--- src/rtl/msp430_timer16.sv ---
// MSP430 peripheral-bus timer: NUM_CH compare channels with CTL/CNT/CMP/STAT registers.
// Define MSP430_TIMER16_PRESCALER_EN to add a shared 3-bit prescaler and a per-channel DIV field.
module msp430_timer16 #(
    parameter logic [14:0] BASE_ADDR = 15'h01A0,
    parameter int unsigned NUM_CH    = 2
) (
    input  logic              mclk,
    input  logic              puc_rst,
    input  logic [13:0]       per_addr,
    input  logic [15:0]       per_din,
    input  logic              per_en,
    input  logic [1:0]        per_we,
    output logic [15:0]       per_dout,
    output logic [NUM_CH-1:0] irq
);

    typedef enum logic [1:0] {
        RegCtl  = 2'd0,
        RegCnt  = 2'd1,
        RegCmp  = 2'd2,
        RegStat = 2'd3
    } reg_e;

    logic       sel;
    logic       wr;
    logic       rd;
    logic [1:0] acc_ch;
    reg_e       acc_reg;

    // Word address: [13:4] block select, [3:2] channel, [1:0] register.
    assign sel     = per_en & (per_addr[13:4] == BASE_ADDR[14:5]);
    assign wr      = sel & (per_we != 2'b00);
    assign rd      = sel & (per_we == 2'b00);
    assign acc_ch  = per_addr[3:2];
    assign acc_reg = reg_e'(per_addr[1:0]);

    function automatic logic [15:0] lane_merge(input logic [15:0] old_val,
                                               input logic [15:0] din,
                                               input logic [1:0]  we);
        logic [15:0] res;
        res = old_val;
        if (we[0]) res[7:0] = din[7:0];
        if (we[1]) res[15:8] = din[15:8];
        return res;
    endfunction

    logic [NUM_CH-1:0] en_q, en_d;
    logic [NUM_CH-1:0] mode_q, mode_d;
    logic [NUM_CH-1:0] ie_q, ie_d;
    logic [NUM_CH-1:0] ifg_q, ifg_d;
    logic [15:0]       cnt_q [NUM_CH];
    logic [15:0]       cnt_d [NUM_CH];
    logic [15:0]       cmp_q [NUM_CH];
    logic [15:0]       cmp_d [NUM_CH];

    logic [NUM_CH-1:0] wr_ctl;
    logic [NUM_CH-1:0] wr_cnt;
    logic [NUM_CH-1:0] wr_cmp;
    logic [NUM_CH-1:0] wr_stat;
    logic [NUM_CH-1:0] tick;
    logic [NUM_CH-1:0] match;
    logic [1:0]        div [NUM_CH];

    always_comb begin
        wr_ctl  = '0;
        wr_cnt  = '0;
        wr_cmp  = '0;
        wr_stat = '0;
        for (int c = 0; c < NUM_CH; c++) begin
            if (wr && (acc_ch == 2'(c))) begin
                wr_ctl[c]  = (acc_reg == RegCtl);
                wr_cnt[c]  = (acc_reg == RegCnt);
                wr_cmp[c]  = (acc_reg == RegCmp);
                wr_stat[c] = (acc_reg == RegStat);
            end
        end
    end

`ifdef MSP430_TIMER16_PRESCALER_EN
    logic [2:0] presc_q;
    logic [1:0] div_q [NUM_CH];

    function automatic logic [2:0] div_mask(input logic [1:0] d);
        logic [2:0] m;
        unique case (d)
            2'd0:    m = 3'b000;
            2'd1:    m = 3'b001;
            2'd2:    m = 3'b011;
            default: m = 3'b111;
        endcase
        return m;
    endfunction

    always_ff @(posedge mclk or posedge puc_rst) begin
        if (puc_rst) begin
            presc_q <= 3'd0;
            for (int c = 0; c < NUM_CH; c++) begin
                div_q[c] <= 2'd0;
            end
        end else begin
            presc_q <= presc_q + 3'd1;
            for (int c = 0; c < NUM_CH; c++) begin
                if (wr_ctl[c] && per_we[0]) div_q[c] <= per_din[5:4];
            end
        end
    end

    // A channel ticks when the prescaler's low DIV bits are all zero.
    always_comb begin
        tick = '0;
        for (int c = 0; c < NUM_CH; c++) begin
            div[c]  = div_q[c];
            tick[c] = ((presc_q & div_mask(div_q[c])) == 3'b000);
        end
    end
`else
    always_comb begin
        tick = '1;
        for (int c = 0; c < NUM_CH; c++) begin
            div[c] = 2'd0;
        end
    end
`endif

    always_comb begin
        en_d   = en_q;
        mode_d = mode_q;
        ie_d   = ie_q;
        ifg_d  = ifg_q;
        match  = '0;
        for (int c = 0; c < NUM_CH; c++) begin
            match[c] = en_q[c] & tick[c] & (cnt_q[c] == cmp_q[c]);

            // Bus write to CNT overrides both increment and compare reload.
            cnt_d[c] = cnt_q[c];
            if (wr_cnt[c]) begin
                cnt_d[c] = lane_merge(cnt_q[c], per_din, per_we);
            end else if (match[c]) begin
                cnt_d[c] = 16'h0000;
            end else if (en_q[c] && tick[c]) begin
                cnt_d[c] = cnt_q[c] + 16'd1;
            end

            cmp_d[c] = wr_cmp[c] ? lane_merge(cmp_q[c], per_din, per_we) : cmp_q[c];

            // Hardware set wins over write-1-to-clear.
            if (match[c]) begin
                ifg_d[c] = 1'b1;
            end else if (wr_stat[c] && per_we[0] && per_din[0]) begin
                ifg_d[c] = 1'b0;
            end

            if (match[c] && !mode_q[c]) en_d[c] = 1'b0;
            if (wr_ctl[c] && per_we[0]) begin
                en_d[c]   = per_din[0];
                mode_d[c] = per_din[1];
                ie_d[c]   = per_din[2];
            end
        end
    end

    always_ff @(posedge mclk or posedge puc_rst) begin
        if (puc_rst) begin
            en_q   <= '0;
            mode_q <= '0;
            ie_q   <= '0;
            ifg_q  <= '0;
            for (int c = 0; c < NUM_CH; c++) begin
                cnt_q[c] <= 16'h0000;
                cmp_q[c] <= 16'h0000;
            end
        end else begin
            en_q   <= en_d;
            mode_q <= mode_d;
            ie_q   <= ie_d;
            ifg_q  <= ifg_d;
            for (int c = 0; c < NUM_CH; c++) begin
                cnt_q[c] <= cnt_d[c];
                cmp_q[c] <= cmp_d[c];
            end
        end
    end

    always_comb begin
        per_dout = 16'h0000;
        for (int c = 0; c < NUM_CH; c++) begin
            if (rd && (acc_ch == 2'(c))) begin
                unique case (acc_reg)
                    RegCtl:  per_dout = {10'h000, div[c], 1'b0, ie_q[c], mode_q[c], en_q[c]};
                    RegCnt:  per_dout = cnt_q[c];
                    RegCmp:  per_dout = cmp_q[c];
                    default: per_dout = {15'h0000, ifg_q[c]};
                endcase
            end
        end
    end

    assign irq = ifg_q & ie_q;

endmodule

--- config.mk ---
export PLATFORM = sky130hd
export DESIGN_NAME = msp430_timer16
export DESIGN_NICKNAME = d
export VERILOG_FILES = /design/src/rtl/msp430_timer16.sv
export SDC_FILE = /design/constraint.sdc
export NUM_CORES = 1
export LEC_CHECK = 0
export ABC_AREA = 1
export BUFFER_PORTS_ARGS = -buffer_cell sky130_fd_sc_hd__buf_2
export CORE_MARGIN = 3
export CORE_UTILIZATION = 60
export CTS_CLUSTER_SIZE = 12
export DETAILED_ROUTE_END_ITERATION = 16
export GPL_ROUTABILITY_DRIVEN = 0
export PLACE_DENSITY = 0.79
export SYNTH_ARGS = -nofsm -noshare
export SYNTH_HDL_FRONTEND = slang
export SYNTH_SLANG_ARGS = --single-unit
export TNS_END_PERCENT = 30
--- constraint.sdc ---
create_clock -name mclk -period 2.9 [get_ports mclk]
set_clock_uncertainty 0.15 [all_clocks]
set_input_delay 0.435 -clock mclk [delete_from_list [all_inputs] [get_ports mclk]]
set_output_delay 0.435 -clock mclk [all_outputs]
set_load 0.03 [all_outputs]
; Yosys cells after proc, flatten, opt, wreduce, memory -nomap -nowiden
; Cells that the tools add are included.
[word_totals]
register_bits = 72
inputBits = 35
out_inout_bits = 18
elab_cells = 95
[classes]
n_addsub = 2
eq_ne = 11
muxes = 28
bitwise_logic = 6
n_reduce_logical = 32
[ops]
columns = cell, n
row1 = 16-bit two-way mux, 8
row2 = 16-bit one-hot mux with 3 select lines, 2
row3 = "16-bit by 1-bit adder with 16-bit output, second input constant", 2
row4 = 16-bit == test, 2
row5 = 1-bit two-way mux, 16
row6 = 8-bit two-way mux, 2
row7 = 2-bit AND reduction, 8
row8 = 1-bit logical AND, 12
row9 = "10-bit by 4-bit == test with 1-bit output, second input constant", 1
row10 = 2-bit nonzero test, 5
row11 = "2-bit != test, second input constant", 4
row12 = 2-bit zero test, 3
row13 = 3-bit nonzero test, 2
row14 = 1-bit bitwise AND, 5
row15 = "2-bit by 1-bit == test with 1-bit output, second input constant", 2
row16 = "2-bit == test, second input constant", 2
row17 = 2-bit bitwise AND, 1
row18 = 1-bit zero test, 2

; Longest topological paths before layout
[depth]
ltp_word = 9
ltp_mapped = 13
depth_no_buf = 12

; Least setup slack after synthesis
; Ideal clock, no wire load.
[synth_timing]
path_kind = input to output
startpoint = in per_addr[8]
endpoint = out per_dout[2]
t_arrival_ps = 1734
required_time_ps = 2315
slack_ps = 581
stages = 10
path_buffers = 1
cell_sequence = inv_1 nand2_1 nor2_1 nand3_2 nor2_1 nand2_1 inv_2 buf_2 a21oi_1 nor2_1
[synth_via]
elab_chain_len = 6
elab_cells_between_ends = 7
cone_classes = 1 x eq/ne / 2 x mux / 2 x bitwise / 2 x reduce/logical
[synth_rtl]
columns = item, line
row1 = "start, declared", 9  ; input logic [13:0] per_addr,
row2 = 10-bit by 4-bit == test with 1-bit output *, 31  ; assign sel = per_en & (per_addr[13:4] == BASE_ADDR[14:5]);
row3 = 1-bit bitwise AND *, 31
row4 = 1-bit bitwise AND *, 33  ; assign rd = sel & (per_we == 2'b00);
row5 = 1-bit logical AND, 187  ; if (rd && (acc_ch == 2'(c))) begin
row6 = 16-bit two-way mux, 187
row7 = 16-bit two-way mux *, 187
row8 = "end, declared", 13  ; output logic [15:0] per_dout,
; Mark *: on every way between the ends. The rest lies on a longest branch, timed or not.

; Final worst setup path
[layout_timing]
startpoint = in per_addr[9]
endpoint = out per_dout[1]
; The elaborated chain is that of the path after synthesis.

==> impl_metrics.csv <==
group,metric,value,unit
worst_hold_path,hp-class,"in2async",
power_and_ir_drop,seqPwrFrac,0.488,
final_layout,fin_nets,924,
sta,report.final.slew_viol_count,0,
route,drtAntennaViolNets,0,
clock_tree,cts_root_buf,"clkbuf_8",
floorplanning,coreArea,0.00876,mm2
power_and_ir_drop,leakage,0.00311,uW
clock_tree,cts_hold_buf,0,
job,maxCapViolations,0,
critical_path,crit_fanout,14,
global_routing,grt_pass1_vias,5188,
yosys,synth_nets,881,
clock_tree,htree_levels,3,
yosys,syn_area_per_cell,6.41,um2
final_layout,area_delta_synth_final,8.99,%
route,viasPerCell,5.72,
global_routing,grt_use_met1,0.429,
global_routing,grt_start_max_net_pins,46,
clock_tree,cts_tree,"built",
sta,min_period,2.70,ns
global_routing,track_usage,0.318,
global_routing,gr-total-overflow,0,
floorplanning,die-width,101,um
route,drtIter0Drc,557,
critical_path,crit_chain,"buf_2 > inv_1 > nand2_1 > nor2_1 > nand3_2 > nor2_1 > nand2_1 > inv_1 > a21oi_1 > nor2_1 > buf_2",
critical_path,max_stage_delay,0.41,ns
floorplanning,fp.dieH,101,um
final_layout,final_cell_mix,"353 x nand2_1, 116 x inv_1, 72 x dfrtp_1",
route,routed_wl,15700,um
critical_path,crit_top_cell,"nor2_1",
yosys,synth_top_area_share,0.333,
floorplanning,start_util,0.618,
yosys,yosys-top-cells-area,"dfrtp_1 33%, nand2_1 24%, inv_1 8.1%, nand3_1 4.8%, nor2_1 4.0%",
route,drc,0,
yosys,synth_cell_types,30,
final_layout,layout_commonest_cell,"nand2_1",
sta,worst_slack,0.200,ns
sta,fin_crit_sh,0.931,
placement,pre_cts_ws,0.270,ns
floorplanning,io-pin-count,53,
yosys,ys_seq_elements,72,
sta,max_slew_margin,0.576,
route,drt_pass1_iterations,5,
sta,tns,0,ns
floorplanning,die_area,0.0102,mm2
sta,tightest_slew,0.635,ns
global_routing,busiest_layer,"met2",
critical_path,rr_worst_depth,11,
global_routing,met2_usage,0.506,
placement,dp_hpwl,11900,um
yosys,syn_inst,844,
final_layout,layout-drive-gt1-share,0.138,
global_routing,grt_util_met3,0.0761,
sta,max_freq,0.370,GHz
critical_path,crit_required,2.32,ns
power_and_ir_drop,p_comb_frac,0.064,
critical_path,path_delay_family,"buffers and inverters",
critical_path,critPathBufInv,4,
power_and_ir_drop,intPower,1540,uW
route,wl_per_cell,15.7,um
clock_tree,cts_setup_buffers,0,
yosys,synth.cell_area,0.00541,mm2
clock_tree,clock-sinks,72,
critical_path,cp-end-kind,"output port",
sta,setup_viol,0,
clock_tree,postCtsResizedCells,0,
critical_path,critPathArrivalTime,2.12,ns
power_and_ir_drop,powerDensity,349,mW/mm2
clock_tree,insertion_delay,0.36,ns
sta,hold_viol_final,0,
clock_tree,clk_pin_slew_worst_paths,0.08,ns
final_layout,num_antenna_cells,0,
floorplanning,placementRows,34,
yosys,synth_area_leader_cell,"dfrtp_1",
critical_path,crit_type,"in2out",
sta,fin_hold_ws,0.00383,ns
power_and_ir_drop,p_sw,515,uW
placement,port_buffers,52,
yosys,seq_area_frac_synth,0.333,
clock_tree,numCtsBuffers,9,
power_and_ir_drop,ir_worst_vdd,0.215,mV
power_and_ir_drop,power.share.switching,0.250,
critical_path,start_kind,"primary input",
critical_path,crit_cells,11,
yosys,ys_warn_count,0,
power_and_ir_drop,clockPowerShare,0.448,
global_routing,antenna_found_initial,0,
route,vias,5715,
clock_tree,cts_max_path_buffers,2,
critical_path,slowest_stage,"inv_1",
global_routing,grt_pass1_wl,25500,um
status,status,"completed",
sta,rsz0062_at_grt,"no",
==> layer usage <==
metal / vias to the layer above / routed length (um)
li1: 2739 / -
met1: 2644 / 6510
met2: 280 / 7220
met3: 52 / 1570
met4: 0 / 433
met5: - / 0
==> stage by stage <==
step	instances	utilization	area (um2)	power, uW
2_1_floorplan	844	-	5410	1090
3_3_place_gp	984	0.648	5680	1150
3_5_place_dp	984	0.648	5680	1150
4_1_cts	1000	0.673	5900	2060
5_1_grt	1000	0.673	5900	2120
6_report	1000	0.673	5900	2060
==> cell families (layout without fill, tap and decap cells) <==
| logic type | Yosys count | count (layout) | share of synthesized area |
|---|---|---|---|
| flip-flops | 72 | 72 | 0.333 |
| AO/OA/AOI/OAI | 95 | 95 | 0.118 |
| adder cells (fa/ha/maj) | 2 | 2 | 0.00462 |
| XOR/XNOR | 19 | 19 | 0.0307 |
| AND/OR/NAND/NOR | 507 | 507 | 0.396 |
| buffers and inverters | 149 | 197 | 0.118 |
==> cells in the mapped netlist <==
cell type,count
buf_6,8
clkbuf_1,3
nor2_2,3
o21ai_2,18
nor2_4,4
o221ai_1,4
a22o_1,12
nand2_2,12
o21ai_0,12
nor2_1,57
nor3_1,4
buf_1,1
buf_2,8
xnor2_1,1
a21oi_1,7
ha_1,2
inv_2,9
o21ai_1,14
o22ai_1,28
nor3b_2,1
nand2_1,353
buf_4,2
inv_1,117
nand3_2,3
xor2_1,18
clkbuf_2,1
dfrtp_1,72
nand3_1,52
nand4_4,2
nand4_1,16
==> cell type report <==
cell class	count	area, um2
clock buffer	11	141
multi-input combinational	623	2970
tap	108	135
fill	783	2860
inverter	126	473
clock inverter	5	80.1
sequential	72	1800
timing repair buffer	55	295
==> registers in the layout, indices dropped and copies added, names as in the netlist <==
| name | cells |
|---|---|
| cmp_q | 32 |
| ifg_q | 2 |
| cnt_q | 32 |
| en_q | 2 |
| ie_q | 2 |
| mode_q | 2 |
==> power by group through the flow <==
stage / Combinational, uW / Sequential (uW) / Clock, uW
after floorplan: 61.9 / 1020 / 0
after global placement: 126 / 1020 / 0
after detailed placement: 129 / 1020 / 0
after CTS: 129 / 1000 / 924
after global routing: 143 / 1000 / 969
final: 132 / 1000 / 922
==> path summary, 6_finish.rpt <==
| path | startpoint | to | slack [ns] |
|---|---|---|---|
| max | per_addr[9] | per_dout[1] | 0.20 |
| min | puc_rst | cnt_q[8]$_DFFE_PP0P_ | 0.004 |
| max reg2reg | cnt_q[26]$_DFFE_PP0P_ | cnt_q[22]$_DFFE_PP0P_ | 0.90 |
| min reg2reg | cmp_q[16]$_DFFE_PP0P_ | cmp_q[16]$_DFFE_PP0P_ | 0.34 |
| max in group asynchronous | puc_rst | cnt_q[31]$_DFFE_PP0P_ | 1.93 |
| min in group mclk | per_din[4] | cmp_q[4]$_DFFE_PP0P_ | 0.25 |
No activity file was read; power rests on OpenSTA's default activity.
